**src/rtl/channel_step_recorder_if.sv**
```systemverilog
// Control and trigger bundle between the pad-scan front end / trigger logic
// and one channel_step_recorder instance.
interface channel_step_recorder_if;
  logic       playEn;
  logic       recEn;
  logic       clear;
  logic [1:0] data;
  logic [1:0] seqOut;
  logic [5:0] step;
  logic       tick;

  // Front end / controller side: drives controls and pad levels.
  modport master (
    output playEn, recEn, clear, data,
    input  seqOut, step, tick
  );

  // Recorder side.
  modport slave (
    input  playEn, recEn, clear, data,
    output seqOut, step, tick
  );
endinterface

```
**src/rtl/channel_step_recorder.sv**
```systemverilog
// Live step recorder for a channel pair: quantizes pad hits to the nearest
// step, overdubs them into a circular step memory and plays that memory back
// as one-cycle trigger pulses on every step tick.
module channel_step_recorder #(
  parameter int STEPS    = 40,
  parameter int STEP_DIV = 11025
) (
  input  logic                        clock,
  input  logic                        resetn,
  channel_step_recorder_if.slave      bus
);

  localparam int CW   = (STEP_DIV > 1) ? $clog2(STEP_DIV) : 1;
  localparam int PW   = (STEPS > 1) ? $clog2(STEPS) : 1;
  localparam int HALF = STEP_DIV / 2;

  localparam logic [CW-1:0] CNT_RELOAD = CW'(STEP_DIV - 1);
  localparam logic [CW-1:0] CNT_HALF   = CW'(HALF);
  localparam logic [PW-1:0] PTR_LAST   = PW'(STEPS - 1);

  logic [1:0]    r_mem [0:STEPS-1];
  logic [CW-1:0] r_cnt;
  logic [PW-1:0] r_ptr;
  logic [PW-1:0] r_cur;
  logic [1:0]    r_early;
  logic [1:0]    r_prev;
  logic [1:0]    r_seq;
  logic          r_tick;

  logic [1:0]    w_rise;
  logic          w_rec;
  logic          w_tick;
  logic          w_late;
  logic [PW-1:0] w_ptr_next;
  logic [1:0]    w_hit;

  // A pad that stays pressed only counts on its first cycle.
  assign w_rise     = bus.data & ~r_prev;
  assign w_rec      = bus.playEn & bus.recEn;
  assign w_tick     = bus.playEn & (r_cnt == CW'(0));
  // Second half of a step (counter still high) belongs to the step just played.
  assign w_late     = (r_cnt >= CNT_HALF);
  assign w_ptr_next = (r_ptr == PTR_LAST) ? PW'(0) : (r_ptr + PW'(1));
  // Hits committed into the step being ticked: pending early bits plus any
  // rise landing on the tick cycle itself.
  assign w_hit      = w_rec ? (r_early | w_rise) : 2'b00;

  assign bus.seqOut = r_seq;
  assign bus.tick   = r_tick;
  assign bus.step   = 6'(r_cur);

  // Step engine, hit quantization and pattern memory.
  always_ff @(posedge clock or negedge resetn) begin
    if (!resetn) begin
      for (int i = 0; i < STEPS; i++) begin
        r_mem[i] <= 2'b00;
      end
      r_cnt   <= CNT_RELOAD;
      r_ptr   <= PW'(0);
      r_cur   <= PTR_LAST;
      r_early <= 2'b00;
      r_prev  <= 2'b00;
      r_seq   <= 2'b00;
      r_tick  <= 1'b0;
    end else begin
      // Edge history tracks the pads even while frozen so that a held pad
      // does not fire on resume.
      r_prev <= bus.data;
      if (bus.clear) begin
        for (int i = 0; i < STEPS; i++) begin
          r_mem[i] <= 2'b00;
        end
        r_cnt   <= CNT_RELOAD;
        r_ptr   <= PW'(0);
        r_cur   <= PTR_LAST;
        r_early <= 2'b00;
        r_seq   <= 2'b00;
        r_tick  <= 1'b0;
      end else if (!bus.playEn) begin
        r_cnt   <= CNT_RELOAD;
        r_early <= 2'b00;
        r_seq   <= 2'b00;
        r_tick  <= 1'b0;
      end else if (w_tick) begin
        r_cnt        <= CNT_RELOAD;
        r_seq        <= r_mem[r_ptr] | w_hit;
        r_tick       <= 1'b1;
        r_mem[r_ptr] <= r_mem[r_ptr] | w_hit;
        r_early      <= 2'b00;
        r_cur        <= r_ptr;
        r_ptr        <= w_ptr_next;
      end else begin
        r_cnt  <= r_cnt - CW'(1);
        r_seq  <= 2'b00;
        r_tick <= 1'b0;
        if (w_rec && w_late) begin
          // Late hit: stored for the next pass, not sounded now.
          r_mem[r_cur] <= r_mem[r_cur] | w_rise;
        end else if (w_rec) begin
          r_early <= r_early | w_rise;
        end else begin
          r_early <= r_early;
        end
      end
    end
  end

endmodule

```
**src/flat_wrapper.sv**
```systemverilog
// flat-port wrapper written by rule: the top's interface ports become plain ports
module channel_step_recorder_flat 
#(
  parameter int STEPS    = 40,
  parameter int STEP_DIV = 11025
)
  (clock, resetn, bus_playEn, bus_recEn, bus_clear, bus_data, bus_seqOut, bus_step, bus_tick);
  channel_step_recorder_if bus_i ();
  input  logic clock;
  input  logic resetn;
  input wire logic [$bits(bus_i.playEn)-1:0] bus_playEn;
  input wire logic [$bits(bus_i.recEn)-1:0] bus_recEn;
  input wire logic [$bits(bus_i.clear)-1:0] bus_clear;
  input wire logic [$bits(bus_i.data)-1:0] bus_data;
  output wire logic [$bits(bus_i.seqOut)-1:0] bus_seqOut;
  output wire logic [$bits(bus_i.step)-1:0] bus_step;
  output wire logic [$bits(bus_i.tick)-1:0] bus_tick;
  assign bus_i.playEn = bus_playEn;
  assign bus_i.recEn = bus_recEn;
  assign bus_i.clear = bus_clear;
  assign bus_i.data = bus_data;
  assign bus_seqOut = bus_i.seqOut;
  assign bus_step = bus_i.step;
  assign bus_tick = bus_i.tick;
  channel_step_recorder #(.STEPS(STEPS), .STEP_DIV(STEP_DIV)) u_core (.clock(clock), .resetn(resetn), .bus(bus_i));
endmodule
```
**config.mk**
```make
export PLATFORM = sky130hd
export DESIGN_NAME = channel_step_recorder_flat
export DESIGN_NICKNAME = d
export VERILOG_FILES = /design/src/rtl/channel_step_recorder_if.sv /design/src/rtl/channel_step_recorder.sv /design/src/flat_wrapper.sv
export SDC_FILE = /design/constraint.sdc
export NUM_CORES = 1
export LEC_CHECK = 0
export CORE_ASPECT_RATIO = 1.1
export CORE_UTILIZATION = 45
export CTS_CLUSTER_SIZE = 25
export DETAILED_ROUTE_END_ITERATION = 12
export HOLD_SLACK_MARGIN = 0.06
export PLACE_DENSITY = 0.63
export SYNTH_ARGS = -nofsm -noshare
export SYNTH_HDL_FRONTEND = slang
export SYNTH_SLANG_ARGS = --single-unit
```
**constraint.sdc**
```tcl
create_clock -name clock -period 7.3 [get_ports clock]
set_input_delay 1.46 -clock clock [delete_from_list [all_inputs] [get_ports clock]]
set_output_delay 1.46 -clock clock [all_outputs]
set_load 0.005 [all_outputs]
```
* Word level (Yosys, flattened, before mapping)
Cells that the tools add are included.
Storage, ports and cells: register bits after elaboration 113, input bits 7, output and inout bits 9, logic and storage cells 114
Cells by class: add/sub/neg operators 2, $lt $le $gt $ge 5, eq/ne operators 3, muxes and demuxes 38, bitwise gates (word level) 9, reduce and logical (&&, ||, !) cells 10
Operator list (count):
- 80-bit 2-to-1 mux | 4
- 80-bit bitwise mux | 2
- 14-bit 2-to-1 mux | 3
- 6-bit 2-to-1 mux | 7
- 2-bit 2-to-1 mux | 15
- 2-bit binary-select mux with 6-bit select | 2
- 2-bit demux with 6-bit select | 2
- 14-bit by 13-bit greater-or-equal comparator with 1-bit output, second input constant | 1
- 7-bit greater-or-equal comparator, second input constant | 2
- 14-bit zero test | 1
- 7-bit by 1-bit less-than comparator with 1-bit output, second input constant | 2
- 6-bit NOT with 7-bit output | 2
- 14-bit by 1-bit subtractor with 14-bit output, second input constant | 1
- 6-bit by 1-bit adder with 6-bit output, second input constant | 1
- 6-bit == test, second input constant | 1
- 2-bit OR | 3
- 2-bit AND reduction | 3
- 4-bit by 1-bit inequality test with 1-bit output, second input constant | 1
- 4-bit by 3-bit inequality test with 1-bit output, second input constant | 1
- 2-bit nonzero test | 2
- 1-bit logical AND | 3
- 1-bit 2-to-1 mux | 3
- 3-bit nonzero test | 1
- 1-bit bitwise AND | 2
- other kinds (2) | 2

* Longest topological paths before layout
Gate-level depths: netlist (run 1).
depth after elaboration 10, depth in mapped cells 10, gate-level depth less buffers 8

* Worst setup path before layout (run 1)
No wires, ideal clock.
path type in2reg, from input bus_recEn, to register u_core.r_mem[11] (netlist name), arrival time 3032 ps, data required time 7212 ps, path slack 4180 ps, stages on the path 7, cells stage by stage and2_1 > o21ai_0 > or2_1 > buf_2 > nor2_2 > nand3_1 > o211ai_1
On the way: word-level cells in the longest chain between the ends 7, elaborated cells between the ends (all ways) 10, those cells by class mux: 5; bitwise: 2; reduce/logical: 3
Ends and longest elaborated chain:
- start: declaration | RTL line flat_wrapper.sv:12 | input wire logic [$bits(bus_i.recEn)-1:0] bus_recEn;
- 1-bit bitwise AND (*) | RTL line channel_step_recorder.sv:39 | assign w_rec = bus.playEn & bus.recEn;
- 2-bit 2-to-1 mux | RTL line channel_step_recorder.sv:46 | assign w_hit = w_rec ? (r_early | w_rise) : 2'b00;
- 2-bit OR | RTL line channel_step_recorder.sv:88 | r_mem[r_ptr] <= r_mem[r_ptr] | w_hit;
- 80-bit bitwise mux | RTL line channel_step_recorder.sv:88
- 80-bit 2-to-1 mux | RTL line channel_step_recorder.sv:84 | end else if (w_tick) begin
- 80-bit 2-to-1 mux | RTL line channel_step_recorder.sv:79 | end else if (!bus.playEn) begin
- 80-bit 2-to-1 mux | RTL line channel_step_recorder.sv:69 | if (bus.clear) begin
- end signal: indexed assignment | RTL line channel_step_recorder.sv:88
- end signal: indexed assignment | RTL line channel_step_recorder.sv:98 | r_mem[r_cur] <= r_mem[r_cur] | w_rise;
- end: declaration | RTL line channel_step_recorder.sv:21 | logic [1:0] r_mem [0:STEPS-1];
Mark *: on every way between the ends. The rest lies on a longest branch, timed or not. The select of a mux whose other input is x is not followed. A chain may end at the register's enable or synchronous reset.

* Worst setup path after layout (run 1)
from input bus_playEn, to register u_core.r_mem[15] (netlist name)
On the way: word-level cells in the longest chain between the ends 7, elaborated cells between the ends (all ways) 12, those cells by class mux: 5; bitwise: 3; reduce/logical: 4
Ends and longest elaborated chain:
- start: declaration | RTL line flat_wrapper.sv:11 | input wire logic [$bits(bus_i.playEn)-1:0] bus_playEn;
- 1-bit bitwise AND | RTL line channel_step_recorder.sv:39
- 2-bit 2-to-1 mux | RTL line channel_step_recorder.sv:46
- 2-bit OR | RTL line channel_step_recorder.sv:88
- 80-bit bitwise mux | RTL line channel_step_recorder.sv:88
- 80-bit 2-to-1 mux | RTL line channel_step_recorder.sv:84
- 80-bit 2-to-1 mux | RTL line channel_step_recorder.sv:79
- 80-bit 2-to-1 mux | RTL line channel_step_recorder.sv:69
Several ways; a longest one is shown, not always the timed one. The select of a mux whose other input is x is not followed.

==> results of run 1 <==
stage by stage:
step / std cells / instance area, um2
after floorplan: 873 / 7870
after detailed placement: 1069 / 8130
after CTS: 1099 / 8690
final: 1099 / 8690
after global routing: 1099 / 8690
after global placement: 1068 / 8120
metal layers:
| metal | track usage (%) | share of wire [%] | vias up | wire length (um) |
|---|---|---|---|---|
| met3 | 11.0 | 12 | 188 | 3960 |
| met1 | 45.8 | 37 | 3993 | 11800 |
| li1 | - | - | 3368 | - |
| met2 | 54.8 | 44 | 700 | 14000 |
| met5 | 1.96 | 0.11 | - | 36 |
| met4 | 24.4 | 7.0 | 2 | 2240 |
cells in the mapped netlist, types with 6 or more instances:
cell type | n | share of area [%]
buf_4 | 8 | 0.76
or3_1 | 6 | 0.48
inv_1 | 7 | 0.33
and3_1 | 11 | 0.87
o21ai_1 | 9 | 0.57
nor4_1 | 20 | 1.6
a31oi_1 | 22 | 1.7
o22ai_1 | 6 | 0.48
nand3_1 | 30 | 1.9
o2111ai_1 | 10 | 1.1
o221ai_1 | 42 | 4.7
a21oi_1 | 41 | 2.6
dfrtp_1 | 104 | 33
buf_2 | 30 | 1.9
nor2b_1 | 7 | 0.56
a211o_1 | 6 | 0.67
o2bb2ai_1 | 19 | 2.1
nor3b_1 | 7 | 0.67
nor3_1 | 16 | 1.0
dfstp_2 | 9 | 3.0
o211ai_1 | 32 | 3.1
mux4_2 | 7 | 2.0
mux2i_1 | 25 | 3.2
nand3b_1 | 15 | 1.4
o21ai_0 | 63 | 4.0
nand2b_1 | 15 | 1.2
clkbuf_1 | 34 | 1.6
xnor2_1 | 8 | 0.89
nand2_1 | 102 | 4.9
a32oi_1 | 17 | 1.9
nor2_1 | 38 | 1.8
logic make-up after synthesis:
group | synth area share, %
compound gates | 28.3
xor+xnor | 1.22
fa+ha+maj | 0.477
buf+inv | 6.01
flops | 36.1
mux | 7.71
simple gates | 20.2
power groups by stage:
stage / logic, W / clock network [W] / registers (W)
final: 0.0000732 / 0.000806 / 0.000635
after CTS: 0.0000714 / 0.000805 / 0.000635
after floorplan: 0.0000395 / 0 / 0.000645
after detailed placement: 0.0000711 / 0 / 0.000645
after global routing: 0.0000783 / 0.000840 / 0.000635
after global placement: 0.0000689 / 0 / 0.000645
cell type report:
cell class,count,area share (%)
Multi-Input combinational cell,665,52.7
Sequential cell,113,32.7
Clock buffer,25,5.82
Timing Repair Buffer,45,4.29
Tap cell,234,3.37
Clock inverter,5,0.605
Inverter,12,0.519
sequential cells by signal (all words and copies together), names as in the netlist:
signal and flops:
u_core.r_mem 80, u_core.r_cnt 14, u_core.bus.step 6, u_core.r_ptr 6
u_core.bus.seqOut 2, u_core.r_early 2, u_core.r_prev 2, u_core.bus.tick 1
critical path, delay by kind of cell:
family                 cells  cell delay (ns)
buffers and inverters      2             0.80
and+or+nand+nor            4             1.78
AOI/OAI and AO/OA          2             0.41
how the worst max path moves through the flow:
stage | startpoint | to | slack (ns)
after global routing | bus_playEn | u_core.r_mem[15] | 3.07
final | bus_playEn | u_core.r_mem[15] | 3.16
after global placement | bus_playEn | u_core.r_mem[9] | 2.92
after floorplan | bus_recEn | u_core.r_mem[11] | 4.18
after detailed placement | bus_playEn | u_core.r_mem[15] | 2.83
after CTS | bus_playEn | u_core.r_mem[15] | 3.24
==> impl_metrics.tcl, run 1 <==
set metrics [dict create \
    status "completed" \
    routed_wl_um 32000 \
    finClkSkew_ns 0.00629 \
    vias_per_cell 7.51 \
    reg2reg_depth 7 \
    antenna_found_initial 0 \
    power.share.sequential_pct 41.9 \
    clk_pin_slew_ns 0.05 \
    internal-power_w 0.00116 \
    clockBufferDepth 2 \
    power_frac_comb_pct 4.8 \
    wire_per_inst_um 29.1 \
    ctsHoldBuffers 0 \
    worst-path-max-fanout 21 \
    fmax_mhz 242 \
    tightest_slew_ns 1.50 \
    numPortBuffers 15 \
    cts_buffers 17 \
    overflow 0 \
    antenna_cells 0 \
    slowest_stage "nor2_2" \
    power.total_w 0.00151 \
    path_class "in -> reg" \
    io_pins 16 \
    synth_warnings 0 \
    hold_ws_ns 0.491 \
    layout.nets 864 \
    setup_viol 0 \
    synth_edf_count 0 \
    cts_tree "yes" \
    drtPass1Iterations 7 \
    area_growth_pct 10.4 \
    p_leak_nw 3.17 \
    syn_inst 873 \
    p_per_area_nw_per_um2 174 \
    die-area_um2 18000 \
    multi_input_area_um2 4580 \
    slowest_delay_ns 0.79 \
    grt_pass1_vias 8028 \
    yosys_most_used_dff "dfrtp_1" \
    grt_start_max_net_pins 68 \
    cts_setup_buffers 0 \
    start_kind "primary input" \
    arrival_ns 4.47 \
    root_buffer "clkbuf_16" \
    drtAntennaViolNets 0 \
    start_util_pct 46.1 \
    path_cells "clkdlybuf4s50_1 > and2_1 > o21ai_1 > buf_4 > or2_1 > nor2_2 > nand3_1 > o211ai_1" \
    syn_avg_cell_area_um2 9.01 \
    holdPathEnd "u_core.r_cnt[0]" \
    crit_required_ns 7.63 \
    peakVddDrop_v 0.000164 \
    clk_latency_ns 0.43 \
    mostFrequentLayoutCell "dfrtp_1" \
    drt_iter0_markers 1517 \
    slew-limit-headroom_pct 0.0921 \
    fp.dieW_um 128 \
    num_rows 50 \
    end_kind "flip-flop" \
    ctsResizeCount 0 \
    synth-seq-area-share_pct 36.1 \
    finalHoldViolCount 0 \
    switching_share_pct 23.7 \
    p_sw_w 0.000359 \
    clock_sinks 113 \
    core_area_um2 17100 \
    r2r-end "u_core.r_mem[45]" \
    ys_ff_latch 113 \
    drv_cap 0 \
    h-tree-depth 4 \
    drive_gt1_share_pct 11.8 \
    r2r_slack_ns 3.25 \
    layout_common_cells "dfrtp_1, nand2_1, o21ai_0" \
    min-delay-start "u_core.r_cnt[0]" \
    drc 0 \
    utilization_pct 50.9 \
    timing.final.crit_period_ns 4.14 \
    place.detailed.hpwl_um 20500 \
    die_h_um 141 \
    grt_pass1_wl_um 48800 \
    fin_ws_ns 3.16 \
    nFillCells 1561 \
    pwr-share-clk_pct 53.2 \
    synth-async-reset-ratio_pct 100 \
    holdPathStages 1 \
    fin_setup_tns_ns 0 \
    netlist_area_um2 7870 \
    timing.rr.start "u_core.bus.step[0]" \
    syn_nets 883 \
    maxSlewViolCount 0 \
    rsz0062_at_grt "no" \
    place.gp.congestion 1.01 \
    ys_types 77 \
    min_path_type "reg -> reg" \
    vias 8251 \
    seqCellArea_um2 2840 \
    pre_cts_slack_ns 2.83 \
    grtUsageTotal_pct 36.7 \
    fin_crit_sh_pct 56.7 \
]
Note: power is estimated with default switching activity, not from simulation.
==> run 2: changes to the inputs <==
==> constraint.sdc (replaced) <==
create_clock -name clock -period 3.9 [get_ports clock]
set_input_delay 0.78 -clock clock [delete_from_list [all_inputs] [get_ports clock]]
set_output_delay 0.78 -clock clock [all_outputs]
set_load 0.005 [all_outputs]
==> run 2 against run 1 <==
Cell count grew 3.0%. Hold slack lost 0.11 ns. Register-to-register slack lost 2.8 ns. Largest power group unchanged. Sequential power grew 87%. Global-route usage grew 1.3 points. Worst setup slack lost 2.7 ns. Utilization grew 2.5 points. First-iteration DRC count shrank 24%. Wire length grew 4.1%. Clock skew grew 0.0027 ns. Final area grew 4.8%.
==> impl_metrics.tcl, run 2 (synthesis results as in run 1) <==
set metrics [dict create \
    drive_gt1_share_pct 15.1 \
    layout_common_cells "dfrtp_1, nand2_1, o21ai_0" \
    grt_pass1_vias 8052 \
    largest_register "u_core.r_mem" \
    start_kind "flip-flop" \
    r2r_slack_ns 0.43 \
    tightest_slew_ns 0.948 \
    drtPass1Iterations 6 \
    layout.nets 894 \
    slew-limit-headroom_pct 36.3 \
    vias 8368 \
    cts_buffers 17 \
    top_regs "u_core.r_mem x80, u_core.r_cnt x14" \
    maxSlewViolCount 0 \
    power.share.sequential_pct 36.6 \
    grt_start_max_net_pins 66 \
    arrival_ns 3.79 \
    numPortBuffers 15 \
    instances_no_fill 1132 \
    clock_sinks 113 \
    wire_per_inst_um 29.4 \
    timing.rr.start "u_core.bus.step[1]" \
    die_h_um 141 \
    h-tree-depth 4 \
    clk_latency_ns 0.43 \
    place_inst 1099 \
    vias_per_cell 7.39 \
    status "completed" \
    drc 0 \
    power_frac_comb_pct 4.4 \
    overflow 0 \
    worst-path-max-fanout 26 \
    nFillCells 1585 \
    p_sw_w 0.000682 \
    die-area_um2 18000 \
    core_area_um2 17100 \
    ctsHoldBuffers 0 \
    antenna_found_initial 2 \
    pwr-share-clk_pct 59.0 \
    area_growth_pct 15.7 \
    path_class "reg -> reg" \
    setup_viol 0 \
    p_leak_nw 3.40 \
    place.gp.congestion 1.02 \
    fmax_mhz 288 \
    mostFrequentLayoutCell "dfrtp_1" \
    grt_pass1_wl_um 50100 \
    routed_wl_um 33300 \
    cts_tree "yes" \
    clk_pin_slew_ns 0.06 \
    reg2reg_depth 7 \
    rsz0062_at_grt "no" \
    end_kind "flip-flop" \
    start_util_pct 46.1 \
    io_pins 16 \
    switching_share_pct 21.0 \
    cts_setup_buffers 0 \
    min_path_type "in -> async" \
    crit_required_ns 4.22 \
    ctsResizeCount 0 \
    clockBufferDepth 2 \
    grtUsageTotal_pct 38.0 \
    root_buffer "clkbuf_16" \
    drt_iter0_markers 1157 \
    drtAntennaViolNets 0 \
    finalHoldViolCount 0 \
    internal-power_w 0.00256 \
    fp.dieW_um 128 \
    peakVddDrop_v 0.000323 \
    p_per_area_nw_per_um2 356 \
    fin_setup_tns_ns 0 \
    place.detailed.hpwl_um 22800 \
    fin_crit_sh_pct 89.0 \
    finClkSkew_ns 0.00902 \
    num_rows 50 \
    largest_reg_flops 80 \
    drv_cap 0 \
    r2r-end "u_core.r_mem[42]" \
    timing.final.crit_period_ns 3.47 \
]
-- run 2: worst max-delay path by stage --
| stage | startpoint | to | slack [ns] | depth (start not counted) |
|---|---|---|---|---|
| 2_1_floorplan | u_core.bus.step[0] | u_core.r_mem[60] | 1.38 | 8 |
| 3_3_place_gp | u_core.bus.step[1] | u_core.r_mem[0] | 0.57 | 7 |
| 3_5_place_dp | bus_playEn | u_core.r_mem[47] | 0.56 | 7 |
| 4_1_cts | u_core.bus.step[1] | u_core.r_mem[44] | 0.57 | 7 |
| 5_1_grt | u_core.bus.step[1] | u_core.r_mem[42] | 0.39 | 7 |
| 6_report | u_core.bus.step[1] | u_core.r_mem[42] | 0.43 | 7 |
-- run 2: layout make-up --
cell class / count / area, um2 / share of cell area, %
Timing Repair Buffer: 75 / 636 / 6.98
Sequential cell: 113 / 2840 / 31.2
Inverter: 12 / 45.0 / 0.495
Tap cell: 234 / 293 / 3.22
Antenna cell: 1 / 2.50 / 0.0275
Clock buffer: 21 / 450 / 4.95
Multi-Input combinational cell: 665 / 4580 / 50.3
Clock inverter: 11 / 258 / 2.83
-- run 2: per-stage QoR --
stage / hold WS (ns) / power, W / setup slack [ns] / utilization, % / instance area, um2
3_5_place_dp: 0.478 / 0.00135 / 0.563 / 49.2 / 8400
5_1_grt: 0.424 / 0.00332 / 0.385 / 53.3 / 9100
6_report: 0.383 / 0.00324 / 0.428 / 53.3 / 9110
4_1_cts: 0.395 / 0.00325 / 0.569 / 53.3 / 9100
2_1_floorplan: 0.450 / 0.00128 / 1.38 / - / 7870
3_3_place_gp: 0.470 / 0.00134 / 0.568 / 49.2 / 8400
-- run 2: worst max-delay path: stages (launching register included) --
cell and delay, ns:
dfstp_2 0.92, buf_4 0.34, nor2b_1 0.56, a221o_1 0.26, a221oi_1 0.11, a311oi_4 0.66
o211ai_4 0.24, o221ai_1 0.26
-- run 2: power groups by stage --
stage,registers [W],logic (W),clock network (W)
after CTS,0.00119,0.000139,0.00192
after floorplan,0.00121,0.0000740,0
after global placement,0.00121,0.000136,0
after global routing,0.00119,0.000155,0.00198
final,0.00119,0.000142,0.00191
after detailed placement,0.00121,0.000138,0
-- run 2: routing by layer --
metal,GRT usage (%),vias to the layer above,part of all wire (%)
li1,-,3428,-
met1,48.4,4051,38
met2,56.1,706,43
met3,11.3,181,12
met4,24.4,2,6.9
met5,0,-,0.039
==> run 3: changes to the inputs <==
--- a/config.mk
+++ b/config.mk
@@ -10,6 +10,7 @@
 export CTS_CLUSTER_SIZE = 25
 export DETAILED_ROUTE_END_ITERATION = 12
 export HOLD_SLACK_MARGIN = 0.06
+export MAX_ROUTING_LAYER = met4
 export PLACE_DENSITY = 0.63
 export SYNTH_ARGS = -nofsm -noshare
 export SYNTH_HDL_FRONTEND = slang
==> constraint.sdc (replaced) <==
create_clock -name clock -period 4.2 [get_ports clock]
set_input_delay 0.84 -clock clock [delete_from_list [all_inputs] [get_ports clock]]
set_output_delay 0.84 -clock clock [all_outputs]
set_load 0.005 [all_outputs]
==> run 3 against run 2 <==
Cell count decreased by 0.80%. Worst setup slack better by 0.24 ns. Combinational power is 6% lower. Wire length down 0.55%. Count of clock-buffer cells in the layout is 2 lower.
==> impl_metrics.tcl, run 3 (synthesis results as in run 1) <==
set metrics [dict create \
    status "completed" \
    place.gp.congestion 1.01 \
    r2r_slack_ns 0.67 \
    start_kind "flip-flop" \
    fp.dieW_um 128 \
    clk_latency_ns 0.43 \
    drive_gt1_share_pct 14.6 \
    start_util_pct 46.1 \
    mostFrequentLayoutCell "dfrtp_1" \
    place.detailed.hpwl_um 22400 \
    overflow 0 \
    num_rows 50 \
    antenna_cells 0 \
    path_cells "buf_4 > and3b_1 > a22oi_1 > a21oi_1 > or4_4 > o211ai_4 > o221ai_1" \
    end_kind "flip-flop" \
    largest_reg_flops 80 \
    layout.nets 886 \
    core_area_um2 17100 \
    fin_crit_sh_pct 84.0 \
    vias 8274 \
    slowest_stage "dfstp_2" \
    timing.rr.start "u_core.bus.step[1]" \
    cts_buffers 17 \
    grtUsageTotal_pct 39.5 \
    crit_required_ns 4.46 \
    fin_setup_tns_ns 0 \
    tightest_slew_ns 1.06 \
    arrival_ns 3.79 \
    maxSlewViolCount 0 \
    setup_viol 0 \
    drtPass1Iterations 6 \
    top_regs "u_core.r_mem x80, u_core.r_cnt x14" \
    die-area_um2 18000 \
    instances_no_fill 1123 \
    grt_pass1_wl_um 50800 \
    h-tree-depth 4 \
    grt_start_max_net_pins 61 \
    fmax_mhz 283 \
    slowest_delay_ns 0.90 \
    p_leak_nw 3.32 \
    crit_family "simple AND/OR/NAND/NOR gates" \
    largest_register "u_core.r_mem" \
    worst-path-max-fanout 23 \
    drtAntennaViolNets 0 \
    root_buffer "clkbuf_16" \
    clock_sinks 113 \
    place_inst 1091 \
    slew-limit-headroom_pct 29.1 \
    wire_per_inst_um 29.5 \
    ctsHoldBuffers 0 \
    drv_cap 0 \
    io_pins 16 \
    power.total_w 0.00290 \
    rsz0062_at_grt "no" \
    die_h_um 141 \
    drc 0 \
    layout_common_cells "dfrtp_1, nand2_1, o21ai_0" \
    reg2reg_depth 7 \
    grt_pass1_vias 8172 \
    finClkSkew_ns 0.0100 \
    path_class "reg -> reg" \
    cts_setup_buffers 0 \
    crit_cells 7 \
    routed_wl_um 33100 \
    antenna_found_initial 0 \
    drt_iter0_markers 1194 \
    min_path_type "in -> async" \
    clockBufferDepth 2 \
    area_growth_pct 14.2 \
    crit_path_start "u_core.bus.step[1]" \
    p_per_area_nw_per_um2 322 \
    cp_num_buf_inv 1 \
    ctsResizeCount 0 \
    numPortBuffers 15 \
    timing.final.crit_period_ns 3.53 \
    clk_pin_slew_ns 0.06 \
    peakVddDrop_v 0.000245 \
    cts_tree "yes" \
    vias_per_cell 7.37 \
    finalHoldViolCount 0 \
]
-- run 3: changes by cell type in the layout (fill, tap and decap cells not counted), sizes merged --
cell / change
bufinv: -2
clkinv: +1
diode: -1
inv: +1
buf: -8
clkinvlp: +2
clkbuf: -2
-- run 3: report_power, final --
part | switching [W] | internal [W]
logic | 0.0000961 | 0.0000366
clock network | 0.000546 | 0.00111
registers | 0.00000639 | 0.00110
-- run 3: cell type report --
class                   count  area, um2
fillers                  1590       8090
multi-input cells         665       4590
flip-flops and latches    113       2840
repair buffers             67        551
clock buffers              19        433
well taps                 234        293
clock inverters            13        234
inverters                  12       45.0
-- run 3: metrics by stage --
stage | setup WS [ns] | util (%) | area [um2] | hold WS (ns)
6_report | 0.671 | 52.6 | 8990 | 0.467
5_1_grt | 0.651 | 52.6 | 8990 | 0.505
4_1_cts | 0.783 | 52.6 | 8990 | 0.487
3_5_place_dp | 0.770 | 48.7 | 8320 | 0.480
3_3_place_gp | 0.814 | 48.7 | 8320 | 0.474
2_1_floorplan | 1.68 | - | 7870 | 0.450
-- run 3: routing by layer --
metal | up-vias | share of wire [%] | track usage, % | wire (um)
met2 | 596 | 45 | 58.0 | 14800
met4 | 0 | 6.9 | 25.1 | 2280
li1 | 3419 | - | - | -
met1 | 4086 | 38 | 49.0 | 12500
met5 | - | 0 | - | 0
met3 | 173 | 11 | 9.07 | 3540
-- run 3: worst paths after layout --
check | endpoint
min reg2reg | u_core.r_cnt[0]
min | u_core.r_mem[58]
min in group clock | u_core.r_cnt[0]
max reg2reg | u_core.r_mem[66]
max | u_core.r_mem[66]
max in group asynchronous | u_core.bus.step[2]
